<file path="config.mk">
export PLATFORM = sky130hd
export DESIGN_NAME = ofdm_frame_sequencer_flat
export DESIGN_NICKNAME = d
export VERILOG_FILES = /design/src/rtl/ofdm_pkg.sv /design/src/rtl/ofdm_frame_sequencer_if.sv /design/src/rtl/ofdm_seg_counter.sv /design/src/rtl/ofdm_frame_sequencer.sv /design/src/flat_wrapper.sv
export SDC_FILE = /design/constraint.sdc
export NUM_CORES = 1
export LEC_CHECK = 0
export CORE_UTILIZATION = 39
export DETAILED_ROUTE_END_ITERATION = 7
export GPL_ROUTABILITY_DRIVEN = 0
export PLACE_DENSITY = 0.73
export RECOVER_POWER = 100
export SLEW_MARGIN = 0
export SYNTH_ARGS = -nofsm -noshare
export SYNTH_HDL_FRONTEND = slang
export SYNTH_SLANG_ARGS = --single-unit
</file>
<file path="constraint.sdc">
create_clock -name clk -period 3 [get_ports clk]
set_input_delay 0.45 -clock clk [delete_from_list [all_inputs] [get_ports clk]]
set_output_delay 0.45 -clock clk [all_outputs]
set_load 0.01 [all_outputs]
</file>
<file path="src/rtl/ofdm_pkg.sv">
// Shared OFDM constants: sequencer state encoding, settings-bus defaults,
// counter width and a small saturating-increment helper.
package ofdm_pkg;

    localparam int CNT_W = 16;

    localparam logic [7:0] SR_MAX_SYMBOLS_ADDR = 8'd0;
    localparam logic [7:0] MAX_SYMBOLS_RESET   = 8'd255;

    typedef enum logic [2:0] {
        ST_IDLE,
        ST_LTS_GI,
        ST_LTS,
        ST_SYM_CP,
        ST_SYM_DATA
    } seq_state_t;

    function automatic logic [7:0] sat_inc8(input logic [7:0] v);
        return (v == 8'hFF) ? v : v + 8'd1;
    endfunction

endpackage

</file>
<file path="src/rtl/ofdm_frame_sequencer_if.sv">
// Sample stream bundle: 32-bit I/Q beat with valid/ready handshake and tlast.
interface ofdm_frame_sequencer_if;
    logic [31:0] tdata;
    logic        tvalid;
    logic        tready;
    logic        tlast;

    modport master (output tdata, tvalid, tlast, input tready);
    modport slave  (input tdata, tvalid, output tready);
endinterface

</file>
<file path="src/rtl/ofdm_seg_counter.sv">
// Segment beat counter: holds the beats remaining in the current segment,
// counting the present one. A load overrides the decrement so the next
// segment can be armed on the final beat of the previous one.
module ofdm_seg_counter
    import ofdm_pkg::*;
(
    input  logic             clk,
    input  logic             reset,
    input  logic             clear,
    input  logic             load,
    input  logic [CNT_W-1:0] load_len,
    input  logic             beat,
    output logic [CNT_W-1:0] count,
    output logic             last
);

    // Remaining-beat register: load wins, otherwise step down on each beat.
    always_ff @(posedge clk) begin
        // NOTE: sequential state uses non-blocking assignments so every
        // register samples the pre-edge values of its neighbours.
        if (reset || clear) begin
            count <= '0;
        end else if (load) begin
            count <= load_len;
        end else if (beat && count != '0) begin
            count <= count - 1'b1;
        end
    end

    assign last = (count == CNT_W'(1));

endmodule

</file>
<file path="src/rtl/ofdm_frame_sequencer.sv">
// OFDM frame sequencer: strips the long-preamble guard, cyclic prefixes and
// (by default) the long training symbols from an aligned sample stream and
// frames the data symbols with tlast, ending the frame after the decoded
// symbol count or after max_symbols symbols (timeout).
// Optional feature: define OFDM_FRAME_SEQ_PREAMBLE_OUT_EN to forward the two
// long training symbols as two framed bursts.
// Segment lengths are expected to be at least 2 (guard) and 1 (others).
module ofdm_frame_sequencer
    import ofdm_pkg::*;
#(
    parameter int         SYMBOL_LEN        = 64,
    parameter int         CYCLIC_PREFIX_LEN = 16,
    parameter int         LTS_GI_LEN        = 32,
    parameter logic [7:0] SR_MAX_SYMBOLS    = SR_MAX_SYMBOLS_ADDR
) (
    input  logic                           clk,
    input  logic                           reset,
    input  logic                           clear,
    input  logic                           set_stb,
    input  logic [7:0]                     set_addr,
    input  logic [31:0]                    set_data,
    ofdm_frame_sequencer_if.slave          samples,
    input  logic                           sof,
    input  logic [7:0]                     num_symbols,
    input  logic                           num_symbols_valid,
    ofdm_frame_sequencer_if.master         framed,
    output logic                           eof,
    output logic                           frame_active,
    output logic [15:0]                    abort_cnt
);

    // The sof beat itself is guard sample 0, so only LTS_GI_LEN-1 remain.
    localparam logic [CNT_W-1:0] GI_LOAD  = CNT_W'(LTS_GI_LEN - 1);
    localparam logic [CNT_W-1:0] LTS_LOAD = CNT_W'(2 * SYMBOL_LEN);
    localparam logic [CNT_W-1:0] CP_LOAD  = CNT_W'(CYCLIC_PREFIX_LEN);
    localparam logic [CNT_W-1:0] SYM_LOAD = CNT_W'(SYMBOL_LEN);

    seq_state_t       state, state_next;
    logic             flush;
    logic             passing;
    logic             beat;
    logic             seg_load;
    logic [CNT_W-1:0] seg_len;
    logic             seg_last;
    logic             sym_end;
    logic [7:0]       sym_idx;
    logic             n_latched;
    logic [7:0]       n_value_q;
    logic             n_hit;
    logic             n_known;
    logic [7:0]       n_value;
    logic [7:0]       max_symbols;
    logic [7:0]       max_eff;
    logic             done_ok;
    logic             timeout;
    logic             frame_end;

    assign flush        = reset | clear;
    assign frame_active = (state != ST_IDLE);

`ifdef OFDM_FRAME_SEQ_PREAMBLE_OUT_EN
    localparam logic [CNT_W-1:0] LTS_MID = CNT_W'(SYMBOL_LEN + 1);
    logic [CNT_W-1:0] seg_count;

    assign passing = ((state == ST_SYM_DATA) || (state == ST_LTS)) && !flush;
    assign framed.tlast = !flush &&
        (((state == ST_SYM_DATA) && seg_last) ||
         ((state == ST_LTS) && (seg_last || seg_count == LTS_MID)));
`else
    assign passing      = (state == ST_SYM_DATA) && !flush;
    assign framed.tlast = !flush && (state == ST_SYM_DATA) && seg_last;
`endif

    // Zero-latency pass-through while passing; drop (always ready) otherwise.
    assign framed.tdata   = samples.tdata;
    assign framed.tvalid  = passing & samples.tvalid;
    assign samples.tready = passing ? framed.tready : 1'b1;
    assign beat           = samples.tvalid & samples.tready;

    ofdm_seg_counter u_seg_counter (
        .clk      (clk),
        .reset    (reset),
        .clear    (clear),
        .load     (seg_load),
        .load_len (seg_len),
        .beat     (beat),
`ifdef OFDM_FRAME_SEQ_PREAMBLE_OUT_EN
        .count    (seg_count),
`else
        .count    (),
`endif
        .last     (seg_last)
    );

    // End-of-frame decision; a strobe arriving on the end beat is honoured.
    assign sym_end   = (state == ST_SYM_DATA) && seg_last && beat;
    assign n_hit     = frame_active && num_symbols_valid;
    assign n_known   = n_latched || n_hit;
    assign n_value   = n_latched ? n_value_q : num_symbols;
    assign max_eff   = (max_symbols == 8'd0) ? 8'd1 : max_symbols;
    assign done_ok   = n_known && (sym_idx >= n_value);
    assign timeout   = !n_known && (sym_idx >= max_eff);
    assign frame_end = sym_end && (done_ok || timeout) && !flush;
    assign eof       = frame_end;

    // State register.
    always_ff @(posedge clk) begin
        if (flush) begin
            state <= ST_IDLE;
        end else begin
            state <= state_next;
        end
    end

    // Next-state logic and segment reload on each segment's final beat.
    always_comb begin
        // NOTE: every signal driven here gets a default first so no path
        // leaves it unassigned and no latch is inferred.
        state_next = state;
        seg_load   = 1'b0;
        seg_len    = '0;
        unique case (state)
            ST_IDLE: begin
                if (beat && sof) begin
                    state_next = ST_LTS_GI;
                    seg_load   = 1'b1;
                    seg_len    = GI_LOAD;
                end
            end
            ST_LTS_GI: begin
                if (beat && seg_last) begin
                    state_next = ST_LTS;
                    seg_load   = 1'b1;
                    seg_len    = LTS_LOAD;
                end
            end
            ST_LTS: begin
                if (beat && seg_last) begin
                    state_next = ST_SYM_CP;
                    seg_load   = 1'b1;
                    seg_len    = CP_LOAD;
                end
            end
            ST_SYM_CP: begin
                if (beat && seg_last) begin
                    state_next = ST_SYM_DATA;
                    seg_load   = 1'b1;
                    seg_len    = SYM_LOAD;
                end
            end
            ST_SYM_DATA: begin
                if (sym_end) begin
                    if (done_ok || timeout) begin
                        state_next = ST_IDLE;
                    end else begin
                        state_next = ST_SYM_CP;
                        seg_load   = 1'b1;
                        seg_len    = CP_LOAD;
                    end
                end
            end
            default: state_next = ST_IDLE;
        endcase
    end

    // Symbol index and first-strobe-wins symbol-count latch, both per frame.
    always_ff @(posedge clk) begin
        if (flush) begin
            sym_idx   <= '0;
            n_latched <= 1'b0;
            n_value_q <= '0;
        end else begin
            if (n_hit && !n_latched) begin
                n_latched <= 1'b1;
                n_value_q <= num_symbols;
            end
            if (sym_end) begin
                if (done_ok || timeout) begin
                    sym_idx   <= '0;
                    n_latched <= 1'b0;
                end else begin
                    sym_idx <= sat_inc8(sym_idx);
                end
            end
        end
    end

    // Settings register and abort counter survive a soft clear.
    always_ff @(posedge clk) begin
        if (reset) begin
            max_symbols <= MAX_SYMBOLS_RESET;
            abort_cnt   <= '0;
        end else begin
            if (set_stb && set_addr == SR_MAX_SYMBOLS) begin
                max_symbols <= set_data[7:0];
            end
            if (frame_end && timeout && abort_cnt != 16'hFFFF) begin
                abort_cnt <= abort_cnt + 16'd1;
            end
        end
    end

endmodule

</file>
<file path="src/flat_wrapper.sv">
// flat-port wrapper written by rule: the top's interface ports become plain ports
module ofdm_frame_sequencer_flat import ofdm_pkg::*;
#(
    parameter int         SYMBOL_LEN        = 64,
    parameter int         CYCLIC_PREFIX_LEN = 16,
    parameter int         LTS_GI_LEN        = 32,
    parameter logic [7:0] SR_MAX_SYMBOLS    = SR_MAX_SYMBOLS_ADDR
)
  (clk, reset, clear, set_stb, set_addr, set_data, sof, num_symbols, num_symbols_valid, eof, frame_active, abort_cnt, samples_tdata, samples_tvalid, samples_tready, framed_tdata, framed_tvalid, framed_tlast, framed_tready);
  ofdm_frame_sequencer_if samples_i ();
  ofdm_frame_sequencer_if framed_i ();
  input  logic clk;
  input  logic reset;
  input  logic clear;
  input  logic set_stb;
  input  logic [7:0] set_addr;
  input  logic [31:0] set_data;
  input  logic sof;
  input  logic [7:0] num_symbols;
  input  logic num_symbols_valid;
  output logic eof;
  output logic frame_active;
  output logic [15:0] abort_cnt;
  input wire logic [$bits(samples_i.tdata)-1:0] samples_tdata;
  input wire logic [$bits(samples_i.tvalid)-1:0] samples_tvalid;
  output wire logic [$bits(samples_i.tready)-1:0] samples_tready;
  output wire logic [$bits(framed_i.tdata)-1:0] framed_tdata;
  output wire logic [$bits(framed_i.tvalid)-1:0] framed_tvalid;
  output wire logic [$bits(framed_i.tlast)-1:0] framed_tlast;
  input wire logic [$bits(framed_i.tready)-1:0] framed_tready;
  assign samples_i.tdata = samples_tdata;
  assign samples_i.tvalid = samples_tvalid;
  assign samples_tready = samples_i.tready;
  assign framed_tdata = framed_i.tdata;
  assign framed_tvalid = framed_i.tvalid;
  assign framed_tlast = framed_i.tlast;
  assign framed_i.tready = framed_tready;
  ofdm_frame_sequencer #(.SYMBOL_LEN(SYMBOL_LEN), .CYCLIC_PREFIX_LEN(CYCLIC_PREFIX_LEN), .LTS_GI_LEN(LTS_GI_LEN), .SR_MAX_SYMBOLS(SR_MAX_SYMBOLS)) u_core (.clk(clk), .reset(reset), .clear(clear), .set_stb(set_stb), .set_addr(set_addr), .set_data(set_data), .samples(samples_i), .sof(sof), .num_symbols(num_symbols), .num_symbols_valid(num_symbols_valid), .framed(framed_i), .eof(eof), .frame_active(frame_active), .abort_cnt(abort_cnt));
endmodule
</file>
==> impl_metrics.sql <==
INSERT INTO impl_metrics (metric_group, metric, value, unit) VALUES
('power', 'vdd_ir_drop_max', '193', 'uV'),
('power', 'sequentialPowerShare', '41.7', '%'),
('sta', 'layout_worst_path_cycle_share', '97.3', '%'),
('floorplanning', 'floorplan.core_area', '9240', 'um^2'),
('route', 'routedWlPerCell', '13.9', 'um'),
('floorplanning', 'fp.dieArea', '9980', 'um^2'),
('sta', 'setup_viol_count_final', '0', ''),
('final_layout', 'syn_to_final_growth', '22.6', '%'),
('clock_network', 'htree_levels', '3', ''),
('worst_setup_path', 'timing.rr.start', 'u_core.n_latched', ''),
('synthesis', 'synth_seq_area_share', '32.2', '%'),
('synthesis', 'postSynth.asyncResetShare', '0', '%'),
('synthesis', 'synth.lib_cells_used.distinct', '64', ''),
('sta', 'worst_slew_margin_relative_to_its_limit', '40.7', '%'),
('run_status', 'run_status', 'completed', ''),
('final_layout', 'layout.cells.most_common_list', 'sky130_fd_sc_hd__dfxtp_1, sky130_fd_sc_hd__nor2_1, sky130_fd_sc_hd__clkdlybuf4s50_1, sky130_fd_sc_hd__buf_4, sky130_fd_sc_hd__inv_1', ''),
('sta', 'finClkSkew', '0.00784', 'ns'),
('final_layout', 'layout.core_utilization', '49.6', '%'),
('power', 'powerDensity', '445', 'nW/um^2'),
('worst_setup_path', 'worst_setup_path_end_kind', 'output port', ''),
('synthesis', 'post_synthesis_sequential_element_count', '60', ''),
('sta', 'post-route-min-period', '2.92', 'ns'),
('power', 'power_switching', '0.000562', 'W'),
('power', 'pwr-share-clk', '39.2', '%'),
('power', 'power_frac_comb', '19.1', '%'),
('clock_network', 'clkLatencyLatePin', '0.34', 'ns'),
('min_path', 'number_of_cells_on_the_worst_hold_path', '1', ''),
('worst_setup_path', 'cp.arrival', '2.47', 'ns'),
('route', 'drt_iter0_markers', '133', ''),
('final_layout', 'layout.cells.most_common', 'sky130_fd_sc_hd__dfxtp_1', ''),
('final_layout', 'layout.nets', '595', ''),
('synthesis', 'synth_area_leader_cell', 'sky130_fd_sc_hd__dfxtp_1', ''),
('worst_setup_path', 'crit_path_start_kind', 'flop', ''),
('synthesis', 'synth_area', '3740', 'um^2'),
('global_route', 'maximum_number_of_pins_on_one_net_before_global_route_repair', '33', ''),
('place', 'io_buf_count', '52', ''),
('clock_network', 'clock-sinks', '60', ''),
('sta', 'fmaxAchievable', '0.342', 'GHz'),
('floorplanning', 'die-width', '99.9', 'um'),
('worst_setup_path', 'r2r_cells', '11', ''),
('floorplanning', 'floorplan.rows', '35', ''),
('global_route', 'globalRouteOverflowTotal', '0', ''),
('floorplanning', 'die_height', '99.9', 'um'),
('floorplanning', 'ios', '141', ''),
('final_layout', 'final_layout_size_suffix_gt1_share', '14.4', '%'),
('clock_network', 'cts_buffer_depth', '2', ''),
('power', 'p_leak', '1.87', 'nW'),
('global_route', 'grt_use_total', '18.4', '%'),
('global_route', 'grt_first_pass_wirelength', '14700', 'um'),
('route', 'drc', '0', ''),
('synthesis', 'synth-warning-count', '0', ''),
('run', 'max_cap_violations', '0', ''),
('global_route', 'grt_pass1_vias', '3254', ''),
('synthesis', 'number_of_enable_type_register_cells_in_the_synthesized_netlist', '0', ''),
('synthesis', 'ys_top_cells_by_area', 'sky130_fd_sc_hd__dfxtp_1, sky130_fd_sc_hd__ha_1, sky130_fd_sc_hd__buf_4', ''),
('route', 'ant_nets', '0', ''),
('clock_network', 'clk_root_buffer_cell', 'sky130_fd_sc_hd__clkbuf_8', ''),
('worst_setup_path', 'worst-setup-path-type', 'flop to output port', ''),
('synthesis', 'synth.net_count', '549', ''),
('sta', 'hold-worst-slack', '0.468', 'ns'),
('worst_setup_path', 'cp_data_required_time', '2.55', 'ns'),
('min_path', 'hold_path_startpoint', 'u_core.max_symbols[7]', ''),
('synthesis', 'synthFlopType', 'sky130_fd_sc_hd__dfxtp_1', ''),
('sta', 'total_negative_setup_slack', '0', 'ns'),
('sta', 'hold_viol', '0', ''),
('final_layout', 'num_antenna_cells', '0', ''),
('place', 'hpwlAfterDp', '6460', 'um'),
('route', 'postRouteWirelength', '8640', 'um'),
('global_route', 'number_of_antenna_violations_at_the_first_check_in_global_routing', '0', ''),
('worst_setup_path', 'critical_path.startpoint', 'u_core.u_seg_counter.count[2]', ''),
('route', 'drt_pass1_iterations', '4', '');
[flip-flops by register name (all words and copies together) (netlist names)]
| name | count |
|---|---|
| u_core.n_value_q | 8 |
| u_core.state | 3 |
| u_core.abort_cnt | 16 |
| u_core.sym_idx | 8 |
| u_core.max_symbols | 8 |
| u_core.n_latched | 1 |
| u_core.u_seg_counter.count | 16 |
[repair_timing]
action                                  CTS  global route
buffers inserted                          0             3
endpoints found under the setup margin    2             3
pin swaps                                 1             5
resized for setup                         5             8
[worst max-delay path: stages, from the launching register on]
cell                              delay (ns)
sky130_fd_sc_hd__dfxtp_1                0.37
sky130_fd_sc_hd__or4_4                  0.60
sky130_fd_sc_hd__nor4_4                 0.26
sky130_fd_sc_hd__nand3_2                0.15
sky130_fd_sc_hd__nor3_2                 0.18
sky130_fd_sc_hd__clkdlybuf4s50_1        0.57
[cell usage after synthesis (2+ instances only)]
cell and instances:
sky130_fd_sc_hd__o31ai_1 7, sky130_fd_sc_hd__and3_1 8, sky130_fd_sc_hd__nor3_1 11, sky130_fd_sc_hd__a31o_2 2
sky130_fd_sc_hd__nor3b_1 2, sky130_fd_sc_hd__nand4_1 8, sky130_fd_sc_hd__o21ai_0 14, sky130_fd_sc_hd__nand4b_1 2
sky130_fd_sc_hd__mux2_2 3, sky130_fd_sc_hd__nand3_1 20, sky130_fd_sc_hd__a21o_1 2, sky130_fd_sc_hd__xor2_1 9
sky130_fd_sc_hd__buf_4 33, sky130_fd_sc_hd__a21oi_1 20, sky130_fd_sc_hd__or2_2 2, sky130_fd_sc_hd__nor2b_1 13
sky130_fd_sc_hd__or3_1 9, sky130_fd_sc_hd__xnor2_1 5, sky130_fd_sc_hd__a211oi_1 4, sky130_fd_sc_hd__nor4_1 7
sky130_fd_sc_hd__nor2_1 57, sky130_fd_sc_hd__nand3_2 2, sky130_fd_sc_hd__inv_1 22, sky130_fd_sc_hd__nand2_1 16
sky130_fd_sc_hd__o211ai_1 3, sky130_fd_sc_hd__dfxtp_1 60, sky130_fd_sc_hd__buf_2 3, sky130_fd_sc_hd__and4_1 3
sky130_fd_sc_hd__clkbuf_1 10, sky130_fd_sc_hd__o21bai_1 3, sky130_fd_sc_hd__a211o_1 8, sky130_fd_sc_hd__mux2i_1 16
sky130_fd_sc_hd__ha_1 20, sky130_fd_sc_hd__or4_1 3, sky130_fd_sc_hd__mux2_1 5
[final cells by class]
type                    count  area [um^2]
well taps                 129          161
repair buffers             81          733
clock inverters             3         42.5
multi-input cells         313         2180
fillers                   859         4660
clock buffers              13          179
flip-flops and latches     60         1200
inverters                  22         82.6
[cells by family (layout without fill, tap and decap cells)]
kind of cell | after synthesis | count (layout) | share of synthesized area (%)
AOI/OAI and AO/OA | 78 | 78 | 14.4
and+or+nand+nor | 177 | 177 | 26.5
DFF | 60 | 60 | 32.1
buffers and inverters | 68 | 119 | 10.2
adders and majority gates | 20 | 20 | 6.70
xor gates and xnor gates | 14 | 14 | 3.28
muxes | 24 | 24 | 6.70
[stage by stage]
step	area (um^2)	setup WS (ns)	cells	total power (W)
CTS	4550	-0.0247	618	0.00205
detailed placement	4310	-0.275	602	0.00124
finish	4580	0.0801	621	0.00204
global placement	4310	-0.252	602	0.00123
global route	4580	-0.0118	621	0.00213
floorplan	3740	0.176	441	0.00116
[metal layers]
metal | share of wire [%] | vias to the layer above | track usage [%]
met5 | 0 | - | 0
met4 | 3.1 | 0 | 10.9
met3 | 5.1 | 26 | 3.20
met2 | 46 | 93 | 30.1
met1 | 46 | 1542 | 22.8
li1 | - | 1652 | -
[path summary, 6_finish.rpt]
check	to	slack, ns
max	framed_tlast	0.08
min	u_core.max_symbols[7]	0.47
max reg2reg	u_core.abort_cnt[8]	0.25
min reg2reg	u_core.max_symbols[7]	0.47
[power groups by stage]
stage	clock (W)	sequential, W	combinational (W)
after floorplan	0	0.000858	0.000300
after global placement	0	0.000863	0.000367
after detailed placement	0	0.000864	0.000378
after CTS	0.000818	0.000848	0.000383
after global routing	0.000853	0.000851	0.000431
final	0.000797	0.000850	0.000389
(Power assumes the default switching activity.)
